==> src/rtl/muldiv_if.sv <==
// Execution-stage <-> multiply/divide unit bus.
// master (execution stage): drives start/op/a/b/cancel, observes busy/done/hi/lo.
// slave  (muldiv_unit): the reverse.
interface muldiv_if #(
    parameter int unsigned WIDTH = 32
);
    logic             start;
    logic [2:0]       op;
    logic [WIDTH-1:0] a;
    logic [WIDTH-1:0] b;
    logic             cancel;
    logic             busy;
    logic             done;
    logic [WIDTH-1:0] hi;
    logic [WIDTH-1:0] lo;

    modport master (
        output start, op, a, b, cancel,
        input  busy, done, hi, lo
    );

    modport slave (
        input  start, op, a, b, cancel,
        output busy, done, hi, lo
    );
endinterface

==> src/rtl/muldiv_unit.sv <==
// Multi-cycle multiply/divide unit with HI/LO result registers.
// Ports: clk, reset (sync, active-high), bus (muldiv_if.slave):
//   start/op/a/b/cancel in; busy, done (1-cycle pulse), hi, lo out (all registered).
// op: 0 MULT, 1 MULTU, 2 DIV, 3 DIVU, 4 MTHI, 5 MTLO, 6-7 no-op.
module muldiv_unit #(
    parameter int unsigned WIDTH      = 32,
    parameter int unsigned MUL_CYCLES = 5
) (
    input  logic     clk,
    input  logic     reset,
    muldiv_if.slave  bus
);
    localparam int unsigned CNT_MAX = (WIDTH > MUL_CYCLES) ? WIDTH : MUL_CYCLES;
    localparam int unsigned CNT_W   = $clog2(CNT_MAX + 1);

    localparam logic [2:0] OP_MULT  = 3'd0;
    localparam logic [2:0] OP_MULTU = 3'd1;
    localparam logic [2:0] OP_DIV   = 3'd2;
    localparam logic [2:0] OP_DIVU  = 3'd3;
    localparam logic [2:0] OP_MTHI  = 3'd4;
    localparam logic [2:0] OP_MTLO  = 3'd5;

    typedef enum logic [1:0] {
        IDLE = 2'd0,
        MUL  = 2'd1,
        DIV  = 2'd2
    } state_t;

    state_t           state, stateNext;
    logic [CNT_W-1:0] cnt, cntNext;
    logic             busyReg, busyNext;
    logic             doneReg, doneNext;
    logic [WIDTH-1:0] hiReg, hiNext;
    logic [WIDTH-1:0] loReg, loNext;
    logic [WIDTH-1:0] aReg, aNext;
    logic [WIDTH-1:0] bReg, bNext;
    logic             signedReg, signedNext;
    logic [WIDTH-1:0] remReg, remNext;
    logic [WIDTH-1:0] quoReg, quoNext;
    logic [WIDTH-1:0] divisorReg, divisorNext;
    logic             negQReg, negQNext;
    logic             negRReg, negRNext;
    logic             divZeroReg, divZeroNext;

    // Multiply datapath: operands widened to 2*WIDTH so one multiplier serves both signednesses.
    logic [2*WIDTH-1:0] extA, extB, product;
    assign extA    = signedReg ? {{WIDTH{aReg[WIDTH-1]}}, aReg} : {{WIDTH{1'b0}}, aReg};
    assign extB    = signedReg ? {{WIDTH{bReg[WIDTH-1]}}, bReg} : {{WIDTH{1'b0}}, bReg};
    assign product = extA * extB;

    // One restoring-division step on magnitudes; quotient bits shift in from the right.
    logic [WIDTH:0]   shifted, diff;
    logic [WIDTH-1:0] remStep, quoStep;
    always_comb begin
        shifted = {remReg, quoReg[WIDTH-1]};
        diff    = shifted - {1'b0, divisorReg};
        remStep = shifted[WIDTH-1:0];
        quoStep = {quoReg[WIDTH-2:0], 1'b0};
        if (!diff[WIDTH]) begin
            remStep = diff[WIDTH-1:0];
            quoStep = {quoReg[WIDTH-2:0], 1'b1};
        end
    end

    // State and datapath registers.
    always_ff @(posedge clk) begin
        if (reset) begin
            state      <= IDLE;
            cnt        <= '0;
            busyReg    <= 1'b0;
            doneReg    <= 1'b0;
            hiReg      <= '0;
            loReg      <= '0;
            aReg       <= '0;
            bReg       <= '0;
            signedReg  <= 1'b0;
            remReg     <= '0;
            quoReg     <= '0;
            divisorReg <= '0;
            negQReg    <= 1'b0;
            negRReg    <= 1'b0;
            divZeroReg <= 1'b0;
        end else begin
            state      <= stateNext;
            cnt        <= cntNext;
            busyReg    <= busyNext;
            doneReg    <= doneNext;
            hiReg      <= hiNext;
            loReg      <= loNext;
            aReg       <= aNext;
            bReg       <= bNext;
            signedReg  <= signedNext;
            remReg     <= remNext;
            quoReg     <= quoNext;
            divisorReg <= divisorNext;
            negQReg    <= negQNext;
            negRReg    <= negRNext;
            divZeroReg <= divZeroNext;
        end
    end

    // Next-state and output logic.
    always_comb begin
        stateNext   = state;
        cntNext     = cnt;
        busyNext    = busyReg;
        doneNext    = 1'b0;
        hiNext      = hiReg;
        loNext      = loReg;
        aNext       = aReg;
        bNext       = bReg;
        signedNext  = signedReg;
        remNext     = remReg;
        quoNext     = quoReg;
        divisorNext = divisorReg;
        negQNext    = negQReg;
        negRNext    = negRReg;
        divZeroNext = divZeroReg;

        unique case (state)
            IDLE: begin
                if (bus.start && !bus.cancel) begin
                    case (bus.op)
                        OP_MULT, OP_MULTU, OP_DIV, OP_DIVU: begin
                            aNext      = bus.a;
                            bNext      = bus.b;
                            signedNext = (bus.op == OP_MULT) || (bus.op == OP_DIV);
                            busyNext   = 1'b1;
                            if ((bus.op == OP_MULT) || (bus.op == OP_MULTU)) begin
                                stateNext = MUL;
                                cntNext   = CNT_W'(MUL_CYCLES - 1);
                            end else begin
                                stateNext = DIV;
                                cntNext   = CNT_W'(WIDTH);
                            end
                        end
                        OP_MTHI: hiNext = bus.a;
                        OP_MTLO: loNext = bus.a;
                        default: ;
                    endcase
                end
            end

            MUL: begin
                if (bus.cancel) begin
                    stateNext = IDLE;
                    busyNext  = 1'b0;
                end else if (cnt == '0) begin
                    hiNext    = product[2*WIDTH-1:WIDTH];
                    loNext    = product[WIDTH-1:0];
                    doneNext  = 1'b1;
                    stateNext = IDLE;
                    busyNext  = 1'b0;
                end else begin
                    cntNext = cnt - 1'b1;
                end
            end

            DIV: begin
                if (bus.cancel) begin
                    stateNext = IDLE;
                    busyNext  = 1'b0;
                end else if (cnt == CNT_W'(WIDTH)) begin
                    // Setup cycle: take magnitudes and remember the result signs.
                    quoNext     = (signedReg && aReg[WIDTH-1]) ? (WIDTH'(0) - aReg) : aReg;
                    divisorNext = (signedReg && bReg[WIDTH-1]) ? (WIDTH'(0) - bReg) : bReg;
                    remNext     = '0;
                    negQNext    = signedReg && (aReg[WIDTH-1] ^ bReg[WIDTH-1]);
                    negRNext    = signedReg && aReg[WIDTH-1];
                    divZeroNext = (bReg == '0);
                    cntNext     = cnt - 1'b1;
                end else begin
                    remNext = remStep;
                    quoNext = quoStep;
                    if (cnt == '0) begin
                        // Last iteration: apply signs; divide-by-zero overrides the result.
                        if (divZeroReg) begin
                            loNext = '1;
                            hiNext = aReg;
                        end else begin
                            loNext = negQReg ? (WIDTH'(0) - quoStep) : quoStep;
                            hiNext = negRReg ? (WIDTH'(0) - remStep) : remStep;
                        end
                        doneNext  = 1'b1;
                        stateNext = IDLE;
                        busyNext  = 1'b0;
                    end else begin
                        cntNext = cnt - 1'b1;
                    end
                end
            end

            default: begin
                stateNext = IDLE;
                busyNext  = 1'b0;
            end
        endcase
    end

    assign bus.busy = busyReg;
    assign bus.done = doneReg;
    assign bus.hi   = hiReg;
    assign bus.lo   = loReg;
endmodule
==> src/flat_wrapper.sv <==
// flat-port wrapper written by rule: the top's interface ports become plain ports
module muldiv_unit_flat 
#(
    parameter int unsigned WIDTH      = 32,
    parameter int unsigned MUL_CYCLES = 5
)
  (clk, reset, bus_start, bus_op, bus_a, bus_b, bus_cancel, bus_busy, bus_done, bus_hi, bus_lo);
  muldiv_if #(.WIDTH(WIDTH)) bus_i ();
  input  logic clk;
  input  logic reset;
  input wire logic [$bits(bus_i.start)-1:0] bus_start;
  input wire logic [$bits(bus_i.op)-1:0] bus_op;
  input wire logic [$bits(bus_i.a)-1:0] bus_a;
  input wire logic [$bits(bus_i.b)-1:0] bus_b;
  input wire logic [$bits(bus_i.cancel)-1:0] bus_cancel;
  output wire logic [$bits(bus_i.busy)-1:0] bus_busy;
  output wire logic [$bits(bus_i.done)-1:0] bus_done;
  output wire logic [$bits(bus_i.hi)-1:0] bus_hi;
  output wire logic [$bits(bus_i.lo)-1:0] bus_lo;
  assign bus_i.start = bus_start;
  assign bus_i.op = bus_op;
  assign bus_i.a = bus_a;
  assign bus_i.b = bus_b;
  assign bus_i.cancel = bus_cancel;
  assign bus_busy = bus_i.busy;
  assign bus_done = bus_i.done;
  assign bus_hi = bus_i.hi;
  assign bus_lo = bus_i.lo;
  muldiv_unit #(.WIDTH(WIDTH), .MUL_CYCLES(MUL_CYCLES)) u_core (.clk(clk), .reset(reset), .bus(bus_i));
endmodule
==> config.mk <==
export PLATFORM = sky130hd
export DESIGN_NAME = muldiv_unit_flat
export DESIGN_NICKNAME = d
export VERILOG_FILES = /design/src/rtl/muldiv_if.sv /design/src/rtl/muldiv_unit.sv /design/src/flat_wrapper.sv
export SDC_FILE = /design/constraint.sdc
export NUM_CORES = 2
export LEC_CHECK = 0
export ABC_AREA = 1
export CORE_UTILIZATION = 40
export DETAILED_ROUTE_END_ITERATION = 7
export RECOVER_POWER = 50
export REMOVE_ABC_BUFFERS = 1
export SYNTH_ARGS = -nofsm -noshare
export SYNTH_HDL_FRONTEND = slang
export SYNTH_SLANG_ARGS = --single-unit
export TNS_END_PERCENT = 5
==> constraint.sdc <==
create_clock -name clk -period 11.2 [get_ports clk]
set_clock_uncertainty 0.1 [all_clocks]
set_input_delay 1.68 -clock clk [delete_from_list [all_inputs] [get_ports clk]]
set_output_delay 1.68 -clock clk [all_outputs]
set_load 0.01 [all_outputs]
=== After elaboration in Yosys (flattened, before gate mapping) ===
Cells that the tools add are included.
W data, S select, Z words.

* Muxes and demuxes: 56
* Add/subtract/negate cells: 6
* Bitwise logic cells: 2
* Reduce and logical (&&, ||, !) cells: 20
* Multipliers: 1
* Eq/ne operators: 18

{| class="wikitable"
|+ Operators by type and width
! operator !! number
|-
| $mux W32 || 23
|-
| $pmux W32 S3 || 2
|-
| $mux W64 || 2
|-
| $sub A1 B32 Y32 const A || 4
|-
| $mul A64 B64 Y64 || 1
|-
| $mux W6 || 7
|-
| $sub A33 B32 Y33 || 1
|-
| $logic_not A32 Y1 || 1
|-
| $pmux W6 S3 || 1
|-
| $reduce_and A8 Y1 || 2
|-
| $mux W2 || 7
|-
| $ne A2 B2 Y1 const B || 6
|-
| $mux W1 || 11
|-
| $reduce_and A3 Y1 || 3
|-
| $eq A3 B2 Y1 const B || 2
|-
| $eq A3 B3 Y1 const B || 2
|-
| $eq A6 B6 Y1 const B || 1
|-
| $logic_not A6 Y1 || 1
|-
| $ne A2 B1 Y1 const B || 3
|-
| $pmux W2 S3 || 1
|-
| $sub A6 B1 Y6 const B || 1
|-
| $reduce_and A5 Y1 || 1
|-
| $logic_and A1 B1 Y1 || 4
|-
| $reduce_or A4 Y1 || 1
|-
| 14 further kinds || 15
|}

* Flip-flop bits (word level): 238
* Input port bits: 71
* Word-level logic and storage cells: 118
* Output and inout bits: 66

=== Longest topological paths before layout ===
* Depth in word-level cells: 9
* Depth in mapped cells: 42
* Mapped depth without buffers: 41

=== Worst setup path after synthesis ===
No wires, ideal clock.

* Kind: reg2reg
* Start point: register u_core.aReg[31]
* End point: register u_core.hiReg[31] (netlist: u_core.bus.hi[31])
* Cell stages (with the launch flop): 36
* Data required time: 11.030 ns
* Data arrival time: 9.205 ns
* Buffers on the path: 4
* Clock period less this slack: 9.374 ns
* Slack: 1.826 ns
* Library setup time: 0.070 ns
* Cells stage by stage: dfxtp_1 clkbuf_1 nand2_1 inv_2 clkbuf_1 clkbuf_1 clkbuf_1 nand2_1 fa_1 inv_1 fa_1 fa_1 inv_1 fa_1 inv_1 fa_1 fa_1 fa_1 fa_1 fa_1 inv_1 fa_1 inv_1 ha_1 nand2_1 nor2_1 inv_1 nor4_1 inv_1 o211ai_1 a21oi_1 nand3_1 nand3_1 nand2_1 nand2_1 a21oi_1

* Cells in the longest elaborated chain, start to end: 5
* Elaborated cells on any way between the ends: 9
* Those cells by class: mul: 1; mux: 8

{| class="wikitable"
|+ RTL lines
! element !! RTL line !! text
|-
| from (decl) || muldiv_unit.sv:35 || <nowiki>logic [WIDTH-1:0] aReg, aNext;</nowiki>
|-
| from (signal assigned) || muldiv_unit.sv:90 || <nowiki>aReg <= aNext;</nowiki>
|-
| $mux W64 or $mux W32 (tied branches) || muldiv_unit.sv:47, muldiv_unit.sv:177 ||
|-
| $mul A64 B64 Y64 or $mux W32 (tied branches) || muldiv_unit.sv:49, muldiv_unit.sv:175 ||
|-
| $mux W32 (on tied branches) || muldiv_unit.sv:148, muldiv_unit.sv:163 ||
|-
| $mux W32 (on tied branches) || muldiv_unit.sv:145, muldiv_unit.sv:160 ||
|-
| $pmux W32 S3 (*) || muldiv_unit.sv:120 || <nowiki>unique case (state)</nowiki>
|-
| to (signal assigned) || muldiv_unit.sv:88 || <nowiki>hiReg <= hiNext;</nowiki>
|-
| to (decl) || muldiv_unit.sv:33 || <nowiki>logic [WIDTH-1:0] hiReg, hiNext;</nowiki>
|}

Every way passes the cells marked *; elsewhere a longest branch is shown, timed or not. The select of a mux whose other input is x is not followed.
A chain may end at the register's enable or synchronous reset.

=== Final worst setup path ===
* Start point: register u_core.signedReg
* End point: register u_core.hiReg[29] (netlist: u_core.bus.hi[29])

* Cells in the longest elaborated chain, start to end: 5
* Elaborated cells on any way between the ends: 6
* Those cells by class: mul: 1; mux: 5

{| class="wikitable"
|+ RTL lines
! element !! RTL line !! text
|-
| from (decl) || muldiv_unit.sv:37 || <nowiki>logic signedReg, signedNext;</nowiki>
|-
| from (signal assigned) || muldiv_unit.sv:92 || <nowiki>signedReg <= signedNext;</nowiki>
|-
| $mux W64 (on tied branches) || muldiv_unit.sv:47, muldiv_unit.sv:48 ||
|-
| $mul A64 B64 Y64 (*) || muldiv_unit.sv:49 || <nowiki>assign product = extA * extB;</nowiki>
|-
| $mux W32 (*) || muldiv_unit.sv:148 || <nowiki>end else if (cnt == '0) begin</nowiki>
|-
| $mux W32 (*) || muldiv_unit.sv:145 || <nowiki>if (bus.cancel) begin</nowiki>
|-
| $pmux W32 S3 (*) || muldiv_unit.sv:120 ||
|}

Marks and branches as above.

==> summary.txt <==
STA
  • Final Max Tran Viols: between 300 and 400
  • Worst-margin pin slew: around 3.4 ns
  • Final hold violation count: 0
  • Setup TNS Final: 0 ns
  • Tcrit/Tclk final: 0.933
  • Final setup vio count: 0
  • F_max: 0.0957 GHz
  • Slew HR: -1.24
  • RSZ-0062 raised after global routing: false
  • Fin crit period: 10.45 ns

Clock tree
  • TritonCTS sink count: 238
  • CTS Buf Count: 34
  • Post-CTS Repair Setup Buffers: 0
  • Clock-pin transition on the worst setup and hold timing paths: 0.06 ns
  • Clk_lat worst skew: 0.59 ns
  • CTS Hold Bufs: 0
  • Clk root buf: clkbuf_16
  • CTS tree: built
  • Maximum clock path buffer count: 3
  • CTS resizes: 0
  • H-tree depth: 2

Logic synthesis
  • Synth top area share: 0.432
  • Synth area leaders: fa_1 (43%), inv_1 (15%), nand2_1 (11%)
  • Register area share after synthesis: 0.0724
  • Synth Warn #: 0
  • Library cells used by synthesis: 61
  • Predominant post-synthesis flop cell: dfxtp_1
  • Asr flop ratio synth: 0
  • Syn_area_per_cell: 7.51 um^2
  • Number of enable flip-flop cells after synthesis: 0
  • Synth Cell Area: 0.0658 mm^2
  • Synth Register Bits: 238
  • Largest area contributor in the netlist: fa_1
  • Syn Inst Count: 8761

Detailed routing
  • Vias per cell: a little over 5
  • Wire length per cell: 22.1 um
  • WL final: 241 mm
  • DRC viols: 0
  • Initial drt markers: 5256
  • Post-route ant nets: 0
  • DRT Pass-1 Iters: 6
  • Via count: 56300

Worst setup path
  • Worst path slowest cell: fa_1
  • Crit path capture type: register
  • Critical path's top delay family: adder cells
  • Path type of the worst setup path: reg2reg
  • Crit path largest cell delay: 0.94 ns
  • Cell repeated most along the worst path: fa_1
  • CP max FO: 10
  • Critical Path RT: 11.57 ns
  • Arr. time, crit path: between 10 and 15 ns
  • Crit start category: register
  • Buf/Inv on CP: 9

Floorplan
  • I/O pin cnt: 137
  • DIE WIDTH: 408 um
  • Chip height: 408 um
  • Initial Util: 0.404
  • Core Area: 0.163 mm^2
  • Die ar.: 0.166 mm^2
  • # rows: roughly 150

Final layout
  • Commonest cells after routing, fill and taps aside: inv_1 (2586), nand2_1 (1934), fa_1 (1420), a21oi_1 (437), nor2_1 (404)
  • Fraction of layout cells with a size suffix above 1: 0.0362
  • Most common cell after layout, fill and taps aside: inv_1
  • Fill count: 16900
  • Layout area overhead: 7.33%
  • Multi-input gate area: 0.0497 mm^2
  • Nets: 10500
  • Reg area: 0.00481 mm^2

Power
  • LEAKAGE: 0.0403 uW
  • Sw Share: 0.666
  • P_int: 4920 uW
  • Power share of the combinational group: 0.846
  • Reg power frac: 0.076
  • Peak supply drop: 0.000827 V
  • Clock Power Share: 0.078
  • NetSw: about 10000 uW
  • Pwr Total: 14700 uW
  • Cell area power density: around 210 mW/mm^2

Outcome
  • Failing checks: max-capacitance violations, max-slew violations
  • Status: finished, violations left

GRT
  • Initial antenna violation count: 9
  • First-pass GRT wire length: 367 mm
  • Pin count of the biggest net entering global routing: 89
  • Vias in the first global route: 58800
  • Tot GR Track Use: 0.293
  • Total gr overflow: 0

Min path
  • Worst hold path type: reg2reg

Place
  • Dpl hpwl: ~200 mm
  • GPL Wtd Cong: 1.04
  • IO Port Bufs: 136

Flow run
  • Max-Cap Viols: 7
==> flip-flops by register name, summed over array words and instances, names as in the netlist, 2 cells and up <==
signal	count
u_core.divisorReg	32
u_core.quoReg	32
u_core.cnt	6
u_core.bus.hi	32
u_core.state	2
u_core.remReg	32
u_core.bus.lo	32
u_core.bReg	32
u_core.aReg	32
==> routing by layer <==
metal	vias up	wire (um)	track usage
met5	-	15	0
met4	2	10800	0.110
met3	414	21900	0.0538
met2	2448	109000	0.466
met1	28400	99500	0.397
li1	25000	-	-
==> worst reg2reg max path, delay by kind of cell (launching register included) <==
kind	cells	cell delay, ns
fa+ha+maj	11	6.19
buf+inv	9	1.36
simple gates	10	1.33
flops	1	0.40
compound gates	2	0.97
==> through the flow <==
step	setup WS, ns	cell area, um^2	utilization	hold WS [ns]	instances
detailed placement	1.13	69600	0.427	0.371	10800
global placement	1.24	69600	0.427	0.364	10800
global route	0.481	70600	0.433	0.407	10900
floorplan	1.36	64200	-	0.339	8363
finish	0.746	70600	0.433	0.382	10900
CTS	0.994	70700	0.434	0.382	10900
==> layout make-up <==
cell class | instances | area share
sequential | 238 | 0.0681
inverter | 2594 | 0.138
multi-input combinational | 5531 | 0.704
clock inverter | 11 | 0.00236
timing repair buffer | 278 | 0.0351
clock buffer | 48 | 0.0135
tap | 2175 | 0.0385
antenna | 8 | 0.000283
==> logic make-up after synthesis <==
family                     count (synthesis)  synth area share
buffers and inverters                   2992             0.172
and+or+nand+nor                         2707             0.166
adders and majority gates               1771             0.499
AOI/OAI and AO/OA                        955            0.0782
DFF                                      238            0.0724
xor gates and xnor gates                  98            0.0130
==> worst paths after layout <==
check                                           start                    end  slack [ns]  cells after the start
worst min register to register  u_core.divisorReg[13]  u_core.divisorReg[13]        0.38                      2
worst max-delay path                 u_core.signedReg      u_core.bus.hi[29]        0.75                     32
worst max register to register       u_core.signedReg      u_core.bus.hi[29]        0.75                     32
worst min-delay path            u_core.divisorReg[13]  u_core.divisorReg[13]        0.38                      2
==> power by group through the flow <==
stage / clock, uW / combinational (uW) / sequential, uW
2_1_floorplan: 0 / 8250 / 1130
3_3_place_gp: 0 / 12100 / 1140
3_5_place_dp: 0 / 12100 / 1140
4_1_cts: 1150 / 12200 / 1120
5_1_grt: 1180 / 13800 / 1130
6_report: 1150 / 12400 / 1120
==> cells in the mapped netlist, types with 11 or more instances <==
master,instances
or2_2,35
a21oi_1,437
o211ai_1,31
nor2_1,405
o21ai_1,16
o21ai_0,350
o21a_1,12
nand4_1,30
nand3_1,160
clkbuf_1,315
nand2_1,1936
xnor2_1,41
fa_1,1420
a31oi_1,38
nand3b_1,13
xor2_1,57
buf_1,70
nor3_1,63
nand2_2,19
ha_1,351
a211oi_1,11
nor4_1,11
dfxtp_1,238
inv_1,2588
Power figures use the tool's default switching activity.
